`config.mk`:
```
export PLATFORM = sky130hd
export DESIGN_NAME = jt12_eg_seq_flat
export DESIGN_NICKNAME = d
export VERILOG_FILES = /design/src/rtl/jt12_eg_seq_if.sv /design/src/rtl/jt12_eg_seq.sv /design/src/flat_wrapper.sv
export SDC_FILE = /design/constraint.sdc
export NUM_CORES = 1
export LEC_CHECK = 0
export CELL_PAD_IN_SITES_DETAIL_PLACEMENT = 1
export CELL_PAD_IN_SITES_GLOBAL_PLACEMENT = 2
export CORE_ASPECT_RATIO = 0.75
export CORE_MARGIN = 10
export CORE_UTILIZATION = 43
export DETAILED_ROUTE_END_ITERATION = 10
export HOLD_SLACK_MARGIN = 0.03
export PLACE_DENSITY = 0.88
export SYNTH_ARGS = -nofsm -noshare
export SYNTH_HDL_FRONTEND = slang
export SYNTH_SLANG_ARGS = --single-unit
export TNS_END_PERCENT = 10
```
`constraint.sdc`:
```
create_clock -name clk -period 4.28 [get_ports clk]
set_clock_uncertainty 0.1 [all_clocks]
set_input_delay 0.428 -clock clk [delete_from_list [all_inputs] [get_ports clk]]
set_output_delay 0.428 -clock clk [all_outputs]
set_load 0.05 [all_outputs]
```
`src/rtl/jt12_eg_seq_if.sv`:
```
`default_nettype none
// ============================================================================
// Module      : jt12_eg_seq_if
// Description : Bundle between the envelope sequencer and its surroundings
//               (register file plus combinational envelope datapath).
//               master : drives slot parameters and datapath results
//               slave  : the sequencer, presents the per-slot context
// Ports       : clk_en, kon, ar, d1r, d2r, rr, sl, eg_next, sum_up (to seq)
//               slot, state, base_rate, eg_cnt, cnt_in, eg_in   (from seq)
// Revision    : 1.0 - initial release
// ============================================================================
interface jt12_eg_seq_if;
  logic        clk_en;
  logic        kon;
  logic [4:0]  ar;
  logic [4:0]  d1r;
  logic [4:0]  d2r;
  logic [3:0]  rr;
  logic [3:0]  sl;
  logic [9:0]  eg_next;
  logic        sum_up;
  logic [4:0]  slot;
  logic [2:0]  state;
  logic [4:0]  base_rate;
  logic [14:0] eg_cnt;
  logic        cnt_in;
  logic [9:0]  eg_in;

  modport master (
    output clk_en, kon, ar, d1r, d2r, rr, sl, eg_next, sum_up,
    input  slot, state, base_rate, eg_cnt, cnt_in, eg_in
  );

  modport slave (
    input  clk_en, kon, ar, d1r, d2r, rr, sl, eg_next, sum_up,
    output slot, state, base_rate, eg_cnt, cnt_in, eg_in
  );
endinterface
`default_nettype wire

```
`src/rtl/jt12_eg_seq.sv`:
```
`default_nettype none
// ============================================================================
// Module      : jt12_eg_seq
// Description : Per-slot sequencer for the time-multiplexed envelope
//               generator. Holds {state, level, cnt_bit, kon_prev} for every
//               operator slot, steps the slot counter and the global 15-bit
//               envelope counter, presents the addressed slot's context to
//               the combinational datapath and writes its result back while
//               applying the ADSR state transitions.
// Ports       : clk    - system clock
//               rst_n  - asynchronous active-low reset
//               bus    - jt12_eg_seq_if.slave (slot params in, context out)
// Revision    : 1.0 - initial release
// ============================================================================
module jt12_eg_seq #(
  parameter int SLOTS = 24
) (
  input  logic          clk,
  input  logic          rst_n,
  jt12_eg_seq_if.slave  bus
);

  typedef enum logic [2:0] {
    ST_ATTACK  = 3'd0,
    ST_DECAY1  = 3'd1,
    ST_DECAY2  = 3'd2,
    ST_RELEASE = 3'd7
  } eg_state_e;

  localparam logic [4:0] LAST_SLOT = 5'(SLOTS - 1);
  localparam logic [9:0] LEVEL_MAX = 10'h3FF;

  // Counters
  logic [4:0]  slot_q, slot_d;
  logic [1:0]  div_q, div_d;
  logic [14:0] eg_cnt_q, eg_cnt_d;

  // Per-slot storage
  eg_state_e   st_q   [SLOTS];
  logic [9:0]  lvl_q  [SLOTS];
  logic        cnt_q  [SLOTS];
  logic        konp_q [SLOTS];

  // Context of the slot currently addressed
  eg_state_e   cur_st;
  logic [9:0]  cur_lvl;
  logic        cur_cnt;
  logic        cur_konp;

  eg_state_e   st_d;
  logic [9:0]  sl_lvl;
  logic        wrap;

  assign cur_st   = st_q[slot_q];
  assign cur_lvl  = lvl_q[slot_q];
  assign cur_cnt  = cnt_q[slot_q];
  assign cur_konp = konp_q[slot_q];

  assign wrap = (slot_q == LAST_SLOT);

  // Counter next-state: the divider only moves on a slot wrap, and the
  // envelope counter only on the wrap that takes the divider 2 -> 0.
  always_comb begin
    slot_d   = slot_q + 5'd1;
    div_d    = div_q;
    eg_cnt_d = eg_cnt_q;
    if (wrap) begin
      slot_d = 5'd0;
      if (div_q == 2'd2) begin
        div_d    = 2'd0;
        eg_cnt_d = eg_cnt_q + 15'd1;
      end else begin
        div_d = div_q + 2'd1;
      end
    end
  end

  // Sustain level: sl scaled by 32, with the top code pushed to 0x3E0 so the
  // maximum sustain sits near full attenuation.
  always_comb begin
    sl_lvl = {1'b0, bus.sl, 5'd0};
    if (bus.sl == 4'hF) begin
      sl_lvl = 10'h3E0;
    end
  end

  // ADSR transition for the addressed slot. Key edges dominate the
  // level-driven transitions.
  always_comb begin
    st_d = cur_st;
    if (bus.kon && !cur_konp) begin
      st_d = ST_ATTACK;
    end else if (!bus.kon && cur_konp) begin
      st_d = ST_RELEASE;
    end else if (cur_st == ST_ATTACK && bus.eg_next == 10'd0) begin
      st_d = ST_DECAY1;
    end else if (cur_st == ST_DECAY1 && bus.eg_next >= sl_lvl) begin
      st_d = ST_DECAY2;
    end
  end

  always_comb begin
    bus.base_rate = 5'd0;
    case (cur_st)
      ST_ATTACK:  bus.base_rate = bus.ar;
      ST_DECAY1:  bus.base_rate = bus.d1r;
      ST_DECAY2:  bus.base_rate = bus.d2r;
      ST_RELEASE: bus.base_rate = {bus.rr, 1'b1};
      default:    bus.base_rate = 5'd0;
    endcase
  end

  always_ff @(posedge clk or negedge rst_n) begin
    if (!rst_n) begin
      slot_q   <= 5'd0;
      div_q    <= 2'd0;
      eg_cnt_q <= 15'd0;
    end else if (bus.clk_en) begin
      slot_q   <= slot_d;
      div_q    <= div_d;
      eg_cnt_q <= eg_cnt_d;
    end
  end

  always_ff @(posedge clk or negedge rst_n) begin
    if (!rst_n) begin
      for (int i = 0; i < SLOTS; i++) begin
        st_q[i]   <= ST_RELEASE;
        lvl_q[i]  <= LEVEL_MAX;
        cnt_q[i]  <= 1'b0;
        konp_q[i] <= 1'b0;
      end
    end else if (bus.clk_en) begin
      st_q[slot_q]   <= st_d;
      lvl_q[slot_q]  <= bus.eg_next;
      cnt_q[slot_q]  <= cur_cnt ^ bus.sum_up;
      konp_q[slot_q] <= bus.kon;
    end
  end

  assign bus.slot   = slot_q;
  assign bus.state  = cur_st;
  assign bus.eg_cnt = eg_cnt_q;
  assign bus.cnt_in = cur_cnt;
  assign bus.eg_in  = cur_lvl;

endmodule
`default_nettype wire

```
`src/flat_wrapper.sv`:
```
// flat-port wrapper written by rule: the top's interface ports become plain ports
module jt12_eg_seq_flat 
#(
  parameter int SLOTS = 24
)
  (clk, rst_n, bus_clk_en, bus_kon, bus_ar, bus_d1r, bus_d2r, bus_rr, bus_sl, bus_eg_next, bus_sum_up, bus_slot, bus_state, bus_base_rate, bus_eg_cnt, bus_cnt_in, bus_eg_in);
  jt12_eg_seq_if bus_i ();
  input  logic clk;
  input  logic rst_n;
  input wire logic [$bits(bus_i.clk_en)-1:0] bus_clk_en;
  input wire logic [$bits(bus_i.kon)-1:0] bus_kon;
  input wire logic [$bits(bus_i.ar)-1:0] bus_ar;
  input wire logic [$bits(bus_i.d1r)-1:0] bus_d1r;
  input wire logic [$bits(bus_i.d2r)-1:0] bus_d2r;
  input wire logic [$bits(bus_i.rr)-1:0] bus_rr;
  input wire logic [$bits(bus_i.sl)-1:0] bus_sl;
  input wire logic [$bits(bus_i.eg_next)-1:0] bus_eg_next;
  input wire logic [$bits(bus_i.sum_up)-1:0] bus_sum_up;
  output wire logic [$bits(bus_i.slot)-1:0] bus_slot;
  output wire logic [$bits(bus_i.state)-1:0] bus_state;
  output wire logic [$bits(bus_i.base_rate)-1:0] bus_base_rate;
  output wire logic [$bits(bus_i.eg_cnt)-1:0] bus_eg_cnt;
  output wire logic [$bits(bus_i.cnt_in)-1:0] bus_cnt_in;
  output wire logic [$bits(bus_i.eg_in)-1:0] bus_eg_in;
  assign bus_i.clk_en = bus_clk_en;
  assign bus_i.kon = bus_kon;
  assign bus_i.ar = bus_ar;
  assign bus_i.d1r = bus_d1r;
  assign bus_i.d2r = bus_d2r;
  assign bus_i.rr = bus_rr;
  assign bus_i.sl = bus_sl;
  assign bus_i.eg_next = bus_eg_next;
  assign bus_i.sum_up = bus_sum_up;
  assign bus_slot = bus_i.slot;
  assign bus_state = bus_i.state;
  assign bus_base_rate = bus_i.base_rate;
  assign bus_eg_cnt = bus_i.eg_cnt;
  assign bus_cnt_in = bus_i.cnt_in;
  assign bus_eg_in = bus_i.eg_in;
  jt12_eg_seq #(.SLOTS(SLOTS)) u_core (.clk(clk), .rst_n(rst_n), .bus(bus_i));
endmodule
```
== After elaboration in Yosys (flattened, before gate mapping) ==
Cells that the tools add are included.
Cells by class
  magnitude comparators: 3
  muxes and demuxes: 30
  reductions and logical operators: 11
  $add $sub $neg: 3
  eq/ne operators: 6
  bitwise logic cells: 2
Operators by type and width (number)
  bitwise mux 240 bit: 1
  bitwise mux 72 bit: 1
  binary-select mux 10 bit (select 5 bit): 1
  demux 10 bit (select 5 bit): 1
  bitwise mux 24 bit: 2
  two-way mux 10 bit: 4
  two-way mux 3 bit: 7
  case mux 5 bit (4 select lines): 1
  adder 15 x 1 -> 15 bit, second input constant: 1
  binary-select mux 3 bit (select 5 bit): 1
  demux 3 bit (select 5 bit): 1
  binary-select mux 1 bit (select 5 bit): 2
  >= comparator 10 bit: 1
  logical NOT 10 bit: 1
  >= comparator 6 bit, second input constant: 1
  < comparator 6 x 1 -> 1 bit, second input constant: 1
  NOT 5 -> 6 bit: 1
  adder 5 x 1 -> 5 bit, second input constant: 1
  demux 1 bit (select 5 bit): 1
  equality test 5 bit, second input constant: 1
  logical AND 1 bit: 5
  two-way mux 1 bit: 5
  two-way mux 5 bit: 1
  equality test 4 bit, second input constant: 1
  11 further kinds: 12
Storage, ports and cells
  output and inout port bits: 39
  word-level logic and storage cells: 154
  register bits after elaboration: 382
  input bits: 38

== Longest topological paths before layout ==
  word-level depth: 11
  mapped depth: 13
  gate-level depth less buffers: 8

== Least setup slack after synthesis ==
No wires, ideal clock.
  path kind: reg2out
  start: reg u_core.slot_q[0], in the netlist u_core.bus.slot[0]
  end: out bus_base_rate[0]
  buffers on the path: 2
  path slack: -0.434 ns
  stages on the path, launching flop included: 9
  arrival: 4.186 ns
  required time: 3.752 ns
  cells stage by stage: dfrtp_1 > buf_4 > buf_6 > mux4_2 > o22ai_1 > nor2_1 > nand2_1 > inv_1 > o311ai_0
Between the ends
  cells in the longest elaborated chain, start to end: 6
  elaborated cells between the ends (all ways): 9
  classes of those cells: eq/ne: 3; mux: 4; bitwise: 1; reduce/logical: 1
Ends and longest elaborated chain
  start, declared: RTL line jt12_eg_seq.sv:34  | logic [4:0] slot_q, slot_d;
  start signal, assigned: RTL line jt12_eg_seq.sv:119  | slot_q <= slot_d;
  NOT 5 -> 6 bit (implied by the code) (*): RTL line jt12_eg_seq.sv:54  | assign cur_st = st_q[slot_q];
  binary-select mux 3 bit (select 5 bit) (*): RTL line jt12_eg_seq.sv:54
  two-way mux 3 bit (implied by the code) (*) (2 in a row): RTL line jt12_eg_seq.sv:54
  via bus_state[2]: RTL line flat_wrapper.sv:20  | output wire logic [$bits(bus_i.state)-1:0] bus_state;
  equality test 3 bit (tied with other cells): RTL line jt12_eg_seq.sv:104  | case (cur_st)
  case mux 5 bit (4 select lines) (*): RTL line jt12_eg_seq.sv:104
  end, declared: RTL line flat_wrapper.sv:21  | output wire logic [$bits(bus_i.base_rate)-1:0] bus_base_rate;
The timed path passes the listed nets; every way through them passes the cells marked *. The select of a mux whose other input is x is not followed.

== Worst setup path in the final report ==
  start: reg u_core.slot_q[0], in the netlist u_core.bus.slot[0]
  end: out bus_base_rate[2]
Between the ends
  cells in the longest elaborated chain, start to end: 6
  elaborated cells between the ends (all ways): 9
  classes of those cells: eq/ne: 3; mux: 4; bitwise: 1; reduce/logical: 1
Ends and longest elaborated chain (RTL line)
  NOT 5 -> 6 bit (implied by the code) (*): jt12_eg_seq.sv:54
  binary-select mux 3 bit (select 5 bit) (*): jt12_eg_seq.sv:54
  two-way mux 3 bit (implied by the code) (*) (2 in a row): jt12_eg_seq.sv:54
  equality test 3 bit (tied with other cells): jt12_eg_seq.sv:104
  case mux 5 bit (4 select lines) (*): jt12_eg_seq.sv:104
Mark *: on every way between the ends. The rest lies on a longest branch, timed or not. The select of a mux whose other input is x is not followed.

==> impl_metrics.json <==
{
  "outcome": "complete, no violations",
  "synth-seq-area-share_pct": 53.3,
  "design.die.area_sq_mm": 0.0522,
  "htree_num_levels": 2,
  "hold_path.startpoint": "bus_kon",
  "power.share.combinational_pct": 41.1,
  "dieWidth_um": 261,
  "most-common-layout-cells": "848 x nand2_1, 312 x dfstp_2, 90 x mux4_2",
  "power.density_cell_area_mw_per_mm2": 831,
  "slew_headroom_pct": 32.0,
  "ys_top_cells_by_area": "dfstp_2 44%, nand2_1 17%, mux4_2 11%",
  "critical_path.most_common_cell": "buf_12",
  "worstPathMaxFanout": 19,
  "post_synth_inst_count": 1937,
  "timing.fmax_mhz": 241,
  "number_of_design_rule_violations_left_by_the_first_detailed_router_iteration": 1120,
  "finalNetCount": 2028,
  "clock-root-buffer": "clkbuf_16",
  "layout.cells.most_common": "nand2_1",
  "timing.final.ws_setup_ns": 0.126,
  "fin_crit_ns": 4.15,
  "internal_power_mw": 10.7,
  "track_usage_pct": 24.0,
  "clock_pin_slew_on_the_worst_setup_and_hold_paths_ns": 0.06,
  "gp_routability_congestion": 0.848,
  "synth_top_cell_area_share_pct": 43.9,
  "synth_top_area_cell": "dfstp_2",
  "arrival_ns": 3.63,
  "route.detailed.drc": 0,
  "placeableCoreArea_sq_mm": 0.0425,
  "cellLeakagePower_nw": 9.40,
  "vias_per_cell": 5.82,
  "cts_tree": "yes",
  "wire_length_per_cell_um": 24.5,
  "clkLatencyLatePin_ns": 0.56,
  "chain_of_cells_forming_the_critical_path": "buf_12, mux4_2, a22oi_1, and3_2, mux2_2, nand4_1, o221ai_1, buf_12",
  "cp_slowest_stage_delay_ns": 0.56,
  "ys_dominant_reg_cell": "dfstp_2",
  "maxCapViolCount": 0,
  "final-hold-violation-count": 0,
  "synth_area_per_cell_sq_um": 9.63,
  "clkSinkCount": 382,
  "worst_pin_slew_ns": 1.02,
  "hpwl_um": 41900,
  "drt.antenna.violating_nets": 0,
  "irDropWorstVdd_uv": 415,
  "seqPwrFrac_pct": 38.9,
  "critical_path_required_ns": 3.75,
  "sw_share_pct": 40.1,
  "floorplan.die.height_um": 200,
  "worstRegToRegCells": 9,
  "async_flop_share_pct": 100,
  "antenna_found_initial": 2,
  "synth_edf_count": 0,
  "worstHoldPathCells": 3,
  "cp-end-kind": "output pin",
  "synth_warnings": 0,
  "floorplan.io_pins": 77,
  "timing.critical_path.from_type": "flop",
  "tightest_hold_check_type": "in2reg",
  "number_of_max_slew_violations_in_the_final_report": 0,
  "grt_setup_unrepaired": "false",
  "first_pass_iters": 5,
  "slowest_stage": "dfrtp_4",
  "routed_wl_um": 63200,
  "setup_viol_count_final": 0,
  "port_buffers": 76,
  "grt_pass1_vias": 15800,
  "netSwitchingPower_mw": 7.18,
  "hold-worst-slack_ns": 0.241,
  "mappedNetlistNets": 1985,
  "critical_path.top_delay_family": "multiplexers",
  "pre_cts_slack_ns": 0.679,
  "syn_area_sq_mm": 0.0187,
  "r2r-end": "u_core.st_q[3]",
  "crit_type": "reg2out",
  "hold_worst_path_end": "u_core.konp_q[20]",
  "critical_path.n_buffers_inverters": 2,
  "worst_r2r_startpoint": "u_core.bus.slot[0]",
  "grt_pass1_wl_um": 97700,
  "initial_utilization_pct": 43.9,
  "post_route_cells_drive_above_1_share_pct": 28.6,
  "grt.overflow.total": 0,
  "ys_seq_elements": 382,
  "distinct_cells_synth": 53,
  "num_vias": 15000,
  "std_cell_rows": 65,
  "fin_crit_sh_pct": 97.1,
  "cts_buffers": 41,
  "clock_tree.buffer_depth": 3,
  "setup_total_negative_slack_ns": 0,
  "pwr-share-clk_pct": 19.9,
  "layout-area-overhead-vs-synth_pct": 15.4,
  "grt_max_degree": 114,
  "layout.core_utilization_pct": 50.7,
  "regToRegSetupSlack_ns": 0.74
}
repair_timing:
action,in CTS,in global routing
endpoints found under the hold margin,23,0
endpoints found under the setup margin,0,6
hold buffers,1,0
setup buffers,0,6
resized for setup,0,2
stage by stage:
| stage | area (sq um) | total power, mW | std cells |
|---|---|---|---|
| 2_1_floorplan | 18700 | 11.5 | 1937 |
| 3_3_place_gp | 20100 | 13.9 | 2499 |
| 3_5_place_dp | 20100 | 14.2 | 2499 |
| 4_1_cts | 21500 | 17.9 | 2575 |
| 5_1_grt | 21500 | 18.8 | 2581 |
| 6_report | 21500 | 17.9 | 2583 |
power groups by stage:
stage	logic (mW)	clock network, mW	registers [mW]
floorplan	4.98	0	6.51
global placement	6.99	0	6.88
detailed placement	7.27	0	6.96
CTS	7.29	3.64	6.95
global route	7.89	3.79	7.13
finish	7.36	3.57	6.97
cell type report:
cell class	instances	area, sq um
multi-input combinational	1393	8020
tap	569	712
sequential	382	9960
antenna	2	5.00
fill	4711	20900
inverter	10	37.5
timing repair buffer	152	1460
clock inverter	11	61.3
clock buffer	64	1260
Yosys cell counts, types with 7 or more instances:
| cell type | n |
|---|---|
| mux4_2 | 90 |
| o21ai_1 | 13 |
| buf_6 | 7 |
| buf_1 | 7 |
| o21ai_0 | 66 |
| clkbuf_1 | 107 |
| nand3_1 | 70 |
| a21oi_1 | 23 |
| nand2_1 | 848 |
| dfrtp_1 | 70 |
| nor3_1 | 27 |
| nor2_1 | 58 |
| nand4_1 | 12 |
| buf_2 | 22 |
| xnor2_1 | 10 |
| inv_1 | 8 |
| dfstp_2 | 312 |
| o22ai_1 | 46 |
| a22oi_1 | 63 |
| ha_1 | 10 |
state kept, by name, summed over array words and instances (netlist names):
| signal | count |
|---|---|
| u_core.konp_q | 24 |
| u_core.cnt_q | 24 |
| u_core.st_q | 72 |
| u_core.div_q | 2 |
| u_core.lvl_q | 240 |
| u_core.bus.slot | 5 |
| u_core.bus.eg_cnt | 15 |
metal layers:
layer	track usage [%]	vias to the layer above	share of wire (%)
met1	33.5	7848	45
li1	-	6617	-
met4	6.90	2	2.5
met2	37.5	457	46
met5	0	-	0.021
met3	4.29	100	6.3
worst min-delay path: cells and delay by family:
family / cells / cell delay (ns)
buffers and inverters: 1 / 0.23
AND/OR/NAND/NOR: 2 / 0.20
worst max-delay path by stage:
stage / from / endpoint / slack, ns / cells after the start
6_report: u_core.bus.slot[0] / bus_base_rate[2] / 0.13 / 8
5_1_grt: u_core.bus.slot[1] / bus_base_rate[2] / 0.03 / 8
4_1_cts: u_core.bus.slot[1] / bus_eg_in[5] / 0.08 / 5
3_5_place_dp: u_core.bus.slot[1] / bus_eg_in[5] / 0.68 / 5
3_3_place_gp: u_core.bus.slot[0] / bus_base_rate[0] / 0.69 / 7
2_1_floorplan: u_core.bus.slot[0] / bus_base_rate[0] / 0.16 / 8
cells by family (layout without fill, tap and decap cells):
family / after synthesis / count (layout) / synth area share (%)
xor gates and xnor gates: 17 / 17 / 0.838
other: 0 / 2 / 0
DFF: 382 / 382 / 53.3
AOI/OAI and AO/OA: 227 / 227 / 7.72
and+or+nand+nor: 1041 / 1041 / 22.3
adders and majority gates: 11 / 11 / 0.731
muxes: 97 / 97 / 11.3
buffers and inverters: 162 / 237 / 3.83
(Power assumes the default switching activity.)
